`src/rtl/seg7_pkg.sv`:
```
// seg7_pkg: shared types and constants for the multiplexed seven-segment
// display controller.
//   seg_t     : 8-bit segment vector {p,g,f,e,d,c,b,a}, active-low
//   SEG_BLANK : all segments off
//   HEX_SEG   : hex digit -> {g..a} pattern, active-low
//   MODE_HEX / MODE_RAW : values of the controller's mode input
package seg7_pkg;

    typedef logic [7:0] seg_t;

    localparam seg_t SEG_BLANK = 8'hFF;

    localparam logic MODE_HEX = 1'b0;
    localparam logic MODE_RAW = 1'b1;

    localparam logic [6:0] HEX_SEG [16] = '{
        7'h40, 7'h79, 7'h24, 7'h30, 7'h19, 7'h12, 7'h02, 7'h78,
        7'h00, 7'h10, 7'h08, 7'h03, 7'h46, 7'h21, 7'h06, 7'h0E
    };

endpackage

```
`src/rtl/seg7_hex_decode.sv`:
```
// seg7_hex_decode: combinational hex nibble to active-low segment pattern.
// Ports:
//   nib_i   : 4-bit hex value
//   point_i : decimal point enable, active-high
//   seg_o   : {p,g,f,e,d,c,b,a}, active-low
module seg7_hex_decode
    import seg7_pkg::*;
(
    input  logic [3:0] nib_i,
    input  logic       point_i,
    output seg_t       seg_o
);

    assign seg_o = {~point_i, HEX_SEG[nib_i]};

endmodule

```
`src/rtl/seg7_scan_ctrl.sv`:
```
// seg7_scan_ctrl: multiplexed N-digit seven-segment display controller.
// Generates its own scan timing, decodes hex or passes raw segment bytes,
// applies per-digit decimal points and blink, and double-buffers display
// data so a new image only takes effect at a frame boundary.
// Ports:
//   clk, rst    : clock, asynchronous active-high reset
//   mode        : 0 = hex decode of hexs, 1 = raw bytes from raw_seg
//   hexs        : nibble per digit (digit 0 = bits [3:0])
//   raw_seg     : active-low segment byte per digit
//   point, les  : per-digit decimal point / blink enable
//   flash       : global blink enable
//   load, ready : capture handshake for the pending buffer
//   frame_start : one-cycle pulse after the scan index wraps to 0
//   seg, an     : registered active-low segment and anode outputs
// Optional build macro: SEG7_LEADING_ZERO_BLANK_EN blanks leading zero
// digits in hex mode.
module seg7_scan_ctrl
    import seg7_pkg::*;
#(
    parameter int DIGITS      = 8,
    parameter int SCAN_DIV_W  = 16,
    parameter int BLINK_DIV_W = 25
) (
    input  logic                  clk,
    input  logic                  rst,
    input  logic                  mode,
    input  logic [4*DIGITS-1:0]   hexs,
    input  logic [8*DIGITS-1:0]   raw_seg,
    input  logic [DIGITS-1:0]     point,
    input  logic [DIGITS-1:0]     les,
    input  logic                  flash,
    input  logic                  load,
    output logic                  ready,
    output logic                  frame_start,
    output logic [7:0]            seg,
    output logic [DIGITS-1:0]     an
);

    localparam int IDX_W = $clog2(DIGITS);
    localparam logic [IDX_W-1:0] LAST_IDX = IDX_W'(DIGITS - 1);

    logic [SCAN_DIV_W-1:0]  presc_q;
    logic [BLINK_DIV_W-1:0] blink_q;
    logic [IDX_W-1:0]       idx_q, idx_d;
    logic                   ready_q, fs_q;
    seg_t                   seg_q;
    logic [DIGITS-1:0]      an_q;

    // Pending buffer (written by load) and active buffer (being scanned).
    logic                   p_mode_q, a_mode_q;
    logic [4*DIGITS-1:0]    p_hex_q, a_hex_q;
    logic [8*DIGITS-1:0]    p_raw_q, a_raw_q;
    logic [DIGITS-1:0]      p_point_q, a_point_q;
    logic [DIGITS-1:0]      p_les_q, a_les_q;

    logic                   tick, wrap, load_ok;
    logic                   src_mode;
    logic [4*DIGITS-1:0]    src_hex;
    logic [8*DIGITS-1:0]    src_raw;
    logic [DIGITS-1:0]      src_point, src_les;
    logic [3:0]             nib;
    seg_t                   dec_seg, digit_seg;
    logic [DIGITS-1:0]      blank_mask;

    seg7_hex_decode u_dec (
        .nib_i   (nib),
        .point_i (src_point[idx_d]),
        .seg_o   (dec_seg)
    );

    always_comb begin
        tick    = (presc_q == '1);
        wrap    = tick && (idx_q == LAST_IDX);
        load_ok = load && ready_q;
        idx_d   = idx_q;
        if (tick) idx_d = wrap ? '0 : idx_q + IDX_W'(1);

        // The wrap tick selects digit 0 of the frame being committed, so it
        // reads the pending buffer directly instead of the stale active one.
        src_mode  = wrap ? p_mode_q  : a_mode_q;
        src_hex   = wrap ? p_hex_q   : a_hex_q;
        src_raw   = wrap ? p_raw_q   : a_raw_q;
        src_point = wrap ? p_point_q : a_point_q;
        src_les   = wrap ? p_les_q   : a_les_q;

        nib = src_hex[idx_d*4 +: 4];
        if (src_mode == MODE_RAW)
            digit_seg = src_raw[idx_d*8 +: 8];
        else if (blank_mask[idx_d])
            digit_seg = SEG_BLANK;
        else
            digit_seg = dec_seg;
        if (flash && src_les[idx_d] && blink_q[BLINK_DIV_W-1])
            digit_seg = SEG_BLANK;
    end

`ifdef SEG7_LEADING_ZERO_BLANK_EN
    // Blank every digit above the most significant non-zero nibble unless
    // its point is lit; digit 0 always shows. Mask is refreshed only when a
    // new frame commits (digit 0, shown at the wrap tick, never needs it).
    function automatic logic [DIGITS-1:0] lz_mask(input logic [4*DIGITS-1:0] h,
                                                  input logic [DIGITS-1:0]   p);
        logic              seen;
        logic [DIGITS-1:0] m;
        seen = 1'b0;
        m    = '0;
        for (int unsigned i = DIGITS - 1; i >= 1; i--) begin
            seen = seen || (h[i*4 +: 4] != 4'h0);
            m[i] = !seen && !p[i];
        end
        return m;
    endfunction

    logic [DIGITS-1:0] lz_q;

    always_ff @(posedge clk or posedge rst) begin
        if (rst)
            lz_q <= '0;
        else if (wrap)
            lz_q <= (p_mode_q == MODE_HEX) ? lz_mask(p_hex_q, p_point_q) : '0;
    end

    assign blank_mask = lz_q;
`else
    assign blank_mask = '0;
`endif

    always_ff @(posedge clk or posedge rst) begin
        if (rst) begin
            presc_q   <= '0;
            blink_q   <= '0;
            idx_q     <= '0;
            ready_q   <= 1'b1;
            fs_q      <= 1'b0;
            seg_q     <= SEG_BLANK;
            an_q      <= '1;
            p_mode_q  <= MODE_HEX;
            p_hex_q   <= '0;
            p_raw_q   <= '0;
            p_point_q <= '0;
            p_les_q   <= '0;
            a_mode_q  <= MODE_HEX;
            a_hex_q   <= '0;
            a_raw_q   <= '0;
            a_point_q <= '0;
            a_les_q   <= '0;
        end else begin
            presc_q <= presc_q + SCAN_DIV_W'(1);
            blink_q <= blink_q + BLINK_DIV_W'(1);
            fs_q    <= wrap;
            if (tick) begin
                idx_q <= idx_d;
                seg_q <= digit_seg;
                an_q  <= ~(DIGITS'(1) << idx_d);
            end
            if (load_ok) begin
                p_mode_q  <= mode;
                p_hex_q   <= hexs;
                p_raw_q   <= raw_seg;
                p_point_q <= point;
                p_les_q   <= les;
                ready_q   <= 1'b0;
            end else if (wrap) begin
                ready_q <= 1'b1;
            end
            if (wrap) begin
                a_mode_q  <= p_mode_q;
                a_hex_q   <= p_hex_q;
                a_raw_q   <= p_raw_q;
                a_point_q <= p_point_q;
                a_les_q   <= p_les_q;
            end
        end
    end

    assign ready       = ready_q;
    assign frame_start = fs_q;
    assign seg         = seg_q;
    assign an          = an_q;

endmodule

```
`config.mk`:
```
export PLATFORM = sky130hd
export DESIGN_NAME = seg7_scan_ctrl
export DESIGN_NICKNAME = d
export VERILOG_FILES = /design/src/rtl/seg7_pkg.sv /design/src/rtl/seg7_hex_decode.sv /design/src/rtl/seg7_scan_ctrl.sv
export SDC_FILE = /design/constraint.sdc
export NUM_CORES = 1
export LEC_CHECK = 0
export BUFFER_PORTS_ARGS = -buffer_cell sky130_fd_sc_hd__buf_2
export CAP_MARGIN = 20
export CORE_MARGIN = 5
export CORE_UTILIZATION = 60
export DETAILED_ROUTE_END_ITERATION = 10
export PLACE_DENSITY_LB_ADDON = 0.1
export SYNTH_ARGS = -nofsm -noshare
export SYNTH_HDL_FRONTEND = slang
export SYNTH_SLANG_ARGS = --single-unit
export TNS_END_PERCENT = 20
```
`constraint.sdc`:
```
create_clock -name clk -period 30.7 [get_ports clk]
set_input_delay 6.14 -clock clk [delete_from_list [all_inputs] [get_ports clk]]
set_output_delay 6.14 -clock clk [all_outputs]
set_load 0.02 [all_outputs]
```
==> results.yml, run 1 <==
pwr:
  p_seq_share_pct: 51.9
  cellLeakagePower_nw: 7.27
  switchingPower_w: 0.000164
  power_frac_comb_pct: 4.0
  ir_worst_vdd_v: 0.0000477
  powerDensity_mw_per_mm2: 55.4
  p_int_w: 0.000621
  pwr-share-clk_pct: 44.1
  swShare_pct: 20.9
logic_synthesis:
  synth_top_family_by_area: "simple AND/OR/NAND/NOR gates"
  yosys-top-cells-area: "dfrtp_1, mux2_2, nand2_1, dfstp_2, mux2i_1"
  synth-seq-area-share_pct: 58.6
  ys_ff_latch: 288
  synthesis.yosys.warnings: 0
  muxShareOfSynthArea_pct: 13.3
  synthSimpleGateAreaFrac_pct: 14.5
  syn-cell-area_mm2: 0.0123
  syn_area_per_cell_um2: 11.2
  syn-num-nets: 1231
  synth-compound-area-share_pct: 6.95
  ys_async_sr_fraction_pct: 100
  synth_fa_ha_area_share_pct: 1.01
  synth_cell_types: 73
  synth_top_area_share_pct: 55.0
  synth_edf_count: 0
  yosys.area.top_type: "dfrtp_1"
  yosys.area_share.xor_xnor_pct: 2.63
  synthCells: 1104
  synth_flop_cell: "dfrtp_1"
worst_setup_path:
  start_kind: "input port"
  required_ns: 31.12
  reg2reg_from: "idx_q[0]"
  startpoint: "load"
  r2r_cells: 15
  reg2reg_setup_slack_ns: 25.95
  crit_type: "in -> reg"
  worstPathArrival_ns: 7.98
  crit_path_end_kind: "flop"
  crit_fanout: 83
  worstReg2RegEnd: "seg[5]"
timing:
  relSlewSlack_pct: 25.2
  rsz0062_at_grt: "false"
  clock.fmax_ghz: 0.132
  setup_viol: 0
  finClkSkew_ns: 0.0145
  fin_crit_ns: 7.56
  hold_viol: 0
  worst_pin_slew_ns: 1.09
  slew_violations: 0
  final.period_utilization_pct: 24.6
  tns_ns: 0
layout:
  drive_gt1_share_pct: 27.8
  nets: 1358
  fill_cells: 1529
  n_antenna_cell: 0
  utilization_pct: 70.1
  area_growth_pct: 14.9
grt:
  grt_antenna_before_repair: 0
  grt_pass1_vias: 8625
  overflow: 0
  grt_pass1_wl_mm: 45.1
  grt_usage_pct: 23.4
  grt_start_max_net_pins: 176
clock_network:
  clkSinkCount: 288
  clkTransAtPathRegs_ns: 0.06
  htreeDepth: 1
  postCtsHoldBufs: 0
  clk_latency_ns: 0.54
  clock_path_buffers: 3
  clockRootBuffer: "clkbuf_16"
  cts_buffers: 29
  post_cts_resized: 0
  cts_tree: "built"
  cts_post_setup_buffers_inserted: 0
drt:
  route.detailed.wl_per_inst_um: 18.2
  drtAntennaViolNets: 0
  via_per_inst: 5.59
  first_pass_iters: 5
  drc: 0
  drt_iter0_drc: 546
  vias: 8513
  drt_wl_total_mm: 27.7
placed_design:
  portBuffers: 134
  dp_hpwl_mm: 18.3
  place.gp.congestion: 0.847
worst_hold_path:
  whs_path_depth: 2
  hold_end: "a_raw_q[3]"
  hold_class: "reg -> reg"
  hp-start: "a_raw_q[3]"
floorplan:
  die_area_mm2: 0.0235
  start_util_pct: 61.0
  core_area_mm2: 0.0202
  die_height_um: 153
  io-pin-count: 135
  rows: 52
  dieWidth_um: 153
job:
  cap_violations: 0
status:
  status: "completed"
==> worst max-delay path by stage <==
stage	cells after the start	slack, ns	end
2_1_floorplan	1	16.64	a_hex_q[0]
3_3_place_gp	4	22.61	p_raw_q[0]
3_5_place_dp	4	22.59	p_point_q[3]
4_1_cts	4	23.15	p_raw_q[3]
5_1_grt	4	23.06	p_raw_q[63]
6_report	4	23.14	p_raw_q[63]
==> registers in the layout, summed over array words and instances (netlist names), 3 cells and up <==
signal     flops
p_hex_q       32
presc_q       16
a_raw_q       64
p_point_q      8
a_point_q      8
p_raw_q       64
a_les_q        8
seg            8
blink_q       25
a_hex_q       32
p_les_q        8
an             8
idx_q          3
==> worst max-delay path, cell delays in order <==
cell and delay (ns):
buf_2 0.12, nand2_4 0.32, buf_4 0.84, mux2_2 0.43
==> logic make-up after synthesis <==
kind of cell / Yosys count
AO/OA/AOI/OAI: 117
XOR/XNOR: 37
adder cells (fa/ha/maj): 10
buffers and inverters: 82
flip-flops: 288
multiplexers: 148
AND/OR/NAND/NOR: 422
==> power by group through the flow <==
stage / Combinational (W) / Clock (W) / Sequential, W
finish: 0.0000313 / 0.000346 / 0.000408
global route: 0.0000357 / 0.000370 / 0.000409
CTS: 0.0000324 / 0.000353 / 0.000408
detailed placement: 0.0000321 / 0 / 0.000414
global placement: 0.0000312 / 0 / 0.000414
floorplan: 0.0000206 / 0 / 0.000410
==> metrics by stage <==
stage | worst slack, ns | cells | cell area [µm²] | hold slack, ns | total power (W)
after detailed placement | 22.59 | 1470 | 13200 | 0.449 | 0.000446
after global routing | 23.06 | 1523 | 14200 | 0.479 | 0.000815
after CTS | 23.15 | 1523 | 14200 | 0.464 | 0.000793
final | 23.14 | 1523 | 14200 | 0.457 | 0.000785
after floorplan | 16.64 | 1104 | 12300 | 0.426 | 0.000430
after global placement | 22.61 | 1470 | 13200 | 0.438 | 0.000445
==> routing by layer <==
| layer | GRT usage [%] | wire length, µm |
|---|---|---|
| met5 | 0 | 0 |
| met4 | 4.37 | 408 |
| met3 | 4.07 | 1380 |
| met2 | 37.2 | 13100 |
| met1 | 34.6 | 12800 |
==> layout make-up <==
| cell class | count | area [µm²] | share of cell area, % |
|---|---|---|---|
| inverters | 31 | 125 | 0.882 |
| flip-flops and latches | 288 | 7230 | 51.0 |
| multi-input cells | 734 | 4750 | 33.5 |
| clock buffers | 45 | 886 | 6.25 |
| well taps | 270 | 338 | 2.38 |
| clock inverters | 8 | 71.3 | 0.503 |
| repair buffers | 147 | 781 | 5.51 |
==> cell usage after synthesis, drive strengths merged, types with 8 or more instances <==
cell type	number
a21oi	33
and3	8
buf	27
clkbuf	24
dfrtp	271
dfstp	17
ha	10
inv	29
mux2	122
mux2i	26
nand2	308
nand3	32
nand4	9
nor2	32
nor3	9
o21ai	8
o22ai	8
xnor2	29
xor2	8
==> cell usage in the layout, fill, tap and decap left out, types with 3 or more instances in the layout <==
cell type  instances
nand2_1          307
a41oi_1            3
a32oi_1            3
nor2_1            32
nor2b_1            5
buf_2            134
nor3_1             9
o21ai_0            6
a31oi_1            4
o211ai_1           4
mux2_2           118
mux2i_1           26
inv_1             26
nand4_1            7
clkbuf_1           6
dfrtp_1          271
a21oi_1           32
xor2_1             8
xnor2_1           29
nand3_1           32
a22oi_1            4
clkinv_2           6
clkbuf_16         29
o22ai_1            7
and4_1             4
a211oi_1           3
o211a_1            3
o221ai_1           3
dfstp_2           17
ha_1              10
o31ai_1            4
a22o_1             6
a2111oi_0          5
clkbuf_8          10
buf_4             12
a311oi_1           4
and3_1             8
Power figures use the tool's default switching activity.
==> inputs of run 2 (changes only) <==
--- a/config.mk
+++ b/config.mk
@@ -8,7 +8,7 @@
 export BUFFER_PORTS_ARGS = -buffer_cell sky130_fd_sc_hd__buf_2
 export CAP_MARGIN = 20
 export CORE_MARGIN = 5
-export CORE_UTILIZATION = 60
+export CORE_UTILIZATION = 53
 export DETAILED_ROUTE_END_ITERATION = 10
 export PLACE_DENSITY_LB_ADDON = 0.1
 export SYNTH_ARGS = -nofsm -noshare
==> constraint.sdc (replaced) <==
create_clock -name clk -period 6.3 [get_ports clk]
set_input_delay 1.26 -clock clk [delete_from_list [all_inputs] [get_ports clk]]
set_output_delay 1.26 -clock clk [all_outputs]
set_load 0.02 [all_outputs]
==> results.yml, run 2 (same netlist as run 1, synthesis figures left out) <==
pwr:
  ir_worst_vdd_v: 0.000177
  powerDensity_mw_per_mm2: 272
  cellLeakagePower_nw: 7.31
grt:
  grt_usage_pct: 21.4
  grt_start_max_net_pins: 123
  grt_pass1_wl_mm: 45.7
  grt_antenna_before_repair: 0
  overflow: 0
  grt_pass1_vias: 8601
clock_network:
  clkSinkCount: 288
  cts_post_setup_buffers_inserted: 0
  clk_latency_ns: 0.54
  cts_tree: "built"
  cts_buffers: 30
  htreeDepth: 1
  clock_path_buffers: 3
  clockRootBuffer: "clkbuf_16"
  clkTransAtPathRegs_ns: 0.06
  postCtsHoldBufs: 0
  post_cts_resized: 0
placed_design:
  portBuffers: 134
  dp_hpwl_mm: 18.9
  preCtsSetupSlack_ns: 1.71
  place.gp.congestion: 0.841
drt:
  vias: 8519
  route.detailed.wl_per_inst_um: 17.7
  drtAntennaViolNets: 0
  via_per_inst: 5.42
  drt_wl_total_mm: 27.9
  drt_iter0_drc: 668
  first_pass_iters: 5
  drc: 0
floorplan:
  io-pin-count: 135
  dieWidth_um: 163
  die_area_mm2: 0.0264
  die_height_um: 163
  core_area_mm2: 0.0228
  start_util_pct: 54.2
  rows: 55
layout:
  final_common_cell: "nand2_1"
  nets: 1363
  n_antenna_cell: 0
  drive_gt1_share_pct: 27.9
  reg_top3: "a_raw_q x64, p_raw_q x64"
  area_growth_pct: 16.0
  mostFrequentLayoutCells: "nand2_1, dfrtp_1, buf_2, mux2_2"
  fill_cells: 1878
worst_setup_path:
  cp_slowest_stage_delay_ns: 0.82
  crit_chain: "ha_1 > ha_1 > nand4_1 > or4_4 > inv_2 > nand2_1 > a21oi_1 > a2111oi_1 > a41oi_2 > ha_1 > or3b_1 > a21boi_0 > o21ai_1 > a21oi_1"
  crit_type: "reg -> reg"
  required_ns: 6.77
  crit_path_end_kind: "flop"
  cp_num_buf_inv: 1
  worstPathArrival_ns: 5.08
  crit_path_top_delay_cell: "or4_4"
  start_kind: "flop"
  crit_fanout: 52
  cp_top_family: "simple AND/OR/NAND/NOR gates"
  crit_top_cell: "ha_1"
timing:
  clock.fmax_ghz: 0.217
  setup_viol: 0
  tns_ns: 0
  fin_crit_ns: 4.61
  relSlewSlack_pct: 40.0
  worst_pin_slew_ns: 0.900
  hold_viol: 0
  final.period_utilization_pct: 73.2
  fin_ws_ns: 1.69
  slew_violations: 0
  rsz0062_at_grt: "false"
  finClkSkew_ns: 0.00901
status:
  status: "completed"
job:
  cap_violations: 0
worst_hold_path:
  hold_class: "reg -> reg"
run 2: cell types whose count changed in the layout (fill, tap and decap cells not counted), sizes merged:
| cell | change |
|---|---|
| clkbuf | +5 |
| buf | +4 |
| inv | -2 |
| clkinv | -1 |
| clkinvlp | +1 |
run 2: final timing paths:
| check | slack (ns) | endpoint | cells after the start | from |
|---|---|---|---|---|
| max | 1.69 | seg[6] | 14 | idx_q[0] |
| min | 0.45 | a_les_q[1] | 2 | a_les_q[1] |
| max reg2reg | 1.69 | seg[6] | 14 | idx_q[0] |
| min reg2reg | 0.45 | a_les_q[1] | 2 | a_les_q[1] |
| max in group asynchronous | 4.53 | frame_start | 3 | rst |
| min in group asynchronous | 0.63 | p_raw_q[57] | 2 | rst |
run 2: tightest hold or removal path: stages, from the launching register on:
cell and delay [ns]:
dfrtp_1 0.32, nand2_1 0.05, nand2_1 0.05
run 2: metrics by stage:
step	std cells	hold WS (ns)	utilization, %	total power, W	instance area (µm²)
global placement	1517	0.438	58.4	0.00218	13300
CTS	1573	0.459	62.8	0.00394	14300
global route	1573	0.481	62.8	0.00405	14300
detailed placement	1517	0.446	58.4	0.00218	13300
finish	1573	0.454	62.8	0.00390	14300
floorplan	1104	0.426	-	0.00210	12300
run 2: per-layer routing:
layer  routed length (µm)  GRT usage, %
met1                13100          32.1
met5                    0             0
met2                12800          33.6
met4                  549          4.19
met3                 1390          3.24
run 2: layout make-up:
type	instances	area (µm²)	share of cell area [%]
flip-flops and latches	288	7230	50.5
multi-input cells	734	4750	33.2
clock buffers	50	947	6.62
repair buffers	151	811	5.67
well taps	313	392	2.74
inverters	31	121	0.848
clock inverters	6	57.6	0.402
run 2: where the power goes:
| group | leakage (nW) | total, W | internal [W] | switching (W) |
|---|---|---|---|---|
| Combinational | 3.06 | 0.000153 | 0.0000883 | 0.0000652 |
| Clock | 0.494 | 0.00175 | 0.00106 | 0.000695 |
| Sequential | 3.76 | 0.00199 | 0.00194 | 0.0000549 |
| Total | 7.31 | 0.00390 | 0.00308 | 0.000815 |
==> inputs of run 3 (changes only) <==
--- a/config.mk
+++ b/config.mk
@@ -8,7 +8,7 @@
 export BUFFER_PORTS_ARGS = -buffer_cell sky130_fd_sc_hd__buf_2
 export CAP_MARGIN = 20
 export CORE_MARGIN = 5
-export CORE_UTILIZATION = 53
+export CORE_UTILIZATION = 59
 export DETAILED_ROUTE_END_ITERATION = 10
 export PLACE_DENSITY_LB_ADDON = 0.1
 export SYNTH_ARGS = -nofsm -noshare
==> constraint.sdc (replaced) <==
create_clock -name clk -period 4.5 [get_ports clk]
set_input_delay 0.9 -clock clk [delete_from_list [all_inputs] [get_ports clk]]
set_output_delay 0.9 -clock clk [all_outputs]
set_load 0.02 [all_outputs]
==> results.yml, run 3 (same netlist as run 1, synthesis figures left out) <==
status:
  status: "completed"
grt:
  grt_usage_pct: 23.7
  grt_pass1_vias: 8665
  grt_start_max_net_pins: 102
  overflow: 0
  grt_pass1_wl_mm: 45.9
  grt_antenna_before_repair: 0
drt:
  drc: 0
  drt_iter0_drc: 585
  vias: 8545
  drt_wl_total_mm: 28.2
  via_per_inst: 5.55
  first_pass_iters: 5
  drtAntennaViolNets: 0
  route.detailed.wl_per_inst_um: 18.3
floorplan:
  io-pin-count: 135
  dieWidth_um: 155
  die_height_um: 155
  rows: 53
  die_area_mm2: 0.0239
  start_util_pct: 59.3
  core_area_mm2: 0.0208
clock_network:
  postCtsHoldBufs: 0
  clkTransAtPathRegs_ns: 0.06
  cts_buffers: 30
  clkSinkCount: 288
  clock_path_buffers: 3
  cts_tree: "built"
  cts_post_setup_buffers_inserted: 0
  htreeDepth: 1
  clk_latency_ns: 0.55
  clockRootBuffer: "clkbuf_16"
  post_cts_resized: 0
pwr:
  finalPower_w: 0.00571
  switchingPower_w: 0.00120
  cellLeakagePower_nw: 7.41
  p_seq_share_pct: 48.8
  swShare_pct: 21.0
  powerDensity_mw_per_mm2: 395
  pwr-share-clk_pct: 47.3
  ir_worst_vdd_v: 0.000357
  p_int_w: 0.00451
  power_frac_comb_pct: 3.8
timing:
  worst_pin_slew_ns: 0.713
  tns_ns: 0
  slew_violations: 0
  final.period_utilization_pct: 88.1
  rsz0062_at_grt: "false"
  relSlewSlack_pct: 52.1
  fin_crit_ns: 3.97
  finClkSkew_ns: 0.00733
  clock.fmax_ghz: 0.252
  hold_viol: 0
  setup_viol: 0
worst_setup_path:
  crit_path_top_delay_cell: "or4_4"
  cp_top_family: "simple AND/OR/NAND/NOR gates"
  crit_fanout: 22
  cp_num_buf_inv: 2
  crit_chain: "ha_1 > ha_1 > nand4_1 > or4_4 > mux2i_1 > o22ai_1 > a2111oi_1 > a41oi_2 > inv_1 > ha_1 > inv_1 > or3_1 > o32a_1 > o31ai_1"
  cp_slowest_stage_delay_ns: 0.69
  worstPathArrival_ns: 4.43
  crit_type: "reg -> reg"
  crit_top_cell: "ha_1"
  start_kind: "flop"
  crit_path_end_kind: "flop"
  required_ns: 4.96
layout:
  multi_input_area_mm2: 0.00475
  fill_cells: 1558
  nets: 1368
  drive_gt1_share_pct: 28.8
  n_antenna_cell: 0
  seq_area_mm2: 0.00723
  final_cell_area_mm2: 0.0144
  reg_top3: "a_raw_q x64, p_raw_q x64"
  area_growth_pct: 17.1
  mostFrequentLayoutCells: "nand2_1, dfrtp_1, buf_2, mux2_2"
  final_common_cell: "nand2_1"
placed_design:
  place.gp.congestion: 0.929
  dp_hpwl_mm: 19.1
  placed_area_mm2: 0.0133
  portBuffers: 134
worst_hold_path:
  hold_class: "in -> async"
job:
  cap_violations: 0
run 3: changes by cell type in the layout (fill, tap and decap cells not counted):
cell and change:
bufinv_16 +4, clkinv_2 +4, clkinvlp_4 -1, buf_4 +1, inv_8 +1, clkinv_4 +1, clkbuf_8 -2, clkbuf_1 -7
buf_12 +4
run 3: power groups by stage:
stage	Sequential [W]	Combinational, W	Clock [W]
CTS	0.00279	0.000224	0.00274
global route	0.00280	0.000249	0.00285
global placement	0.00283	0.000217	0
detailed placement	0.00283	0.000223	0
finish	0.00279	0.000219	0.00270
floorplan	0.00280	0.000141	0
run 3: per-layer routing:
metal  vias to the layer above  GRT usage [%]  share of wire [%]
li1                       4027              -                  -
met1                      4221           34.9                 46
met2                       248           36.4                 46
met3                        49           4.62                6.1
met4                         0           6.52                2.7
met5                         -              0                  0
run 3: final cells by class:
type	count	area share (%)
clock buffers	41	6.18
repair buffers	156	6.22
well taps	275	2.38
flip-flops and latches	288	50.0
inverters	31	0.840
multi-input cells	734	32.9
clock inverters	15	1.45
run 3: metrics by stage:
stage	instances	setup slack (ns)	hold slack [ns]	util [%]
floorplan	1104	-0.205	0.426	-
global placement	1483	0.665	0.439	64.0
detailed placement	1483	0.567	0.447	64.0
CTS	1539	0.537	0.460	69.3
global route	1540	0.174	0.274	69.4
finish	1540	0.534	0.286	69.4
run 3: path summary, 6_finish.rpt:
path | start | endpoint | slack (ns) | depth (start not counted)
hold / removal | rst | p_raw_q[28] | 0.29 | 2
setup reg to reg | idx_q[0] | seg[0] | 0.53 | 14
max in group asynchronous | rst | p_raw_q[22] | 3.22 | 4
min in group clk | a_raw_q[57] | a_raw_q[57] | 0.46 | 2
setup / recovery | idx_q[0] | seg[0] | 0.53 | 14
hold reg to reg | a_raw_q[57] | a_raw_q[57] | 0.46 | 2
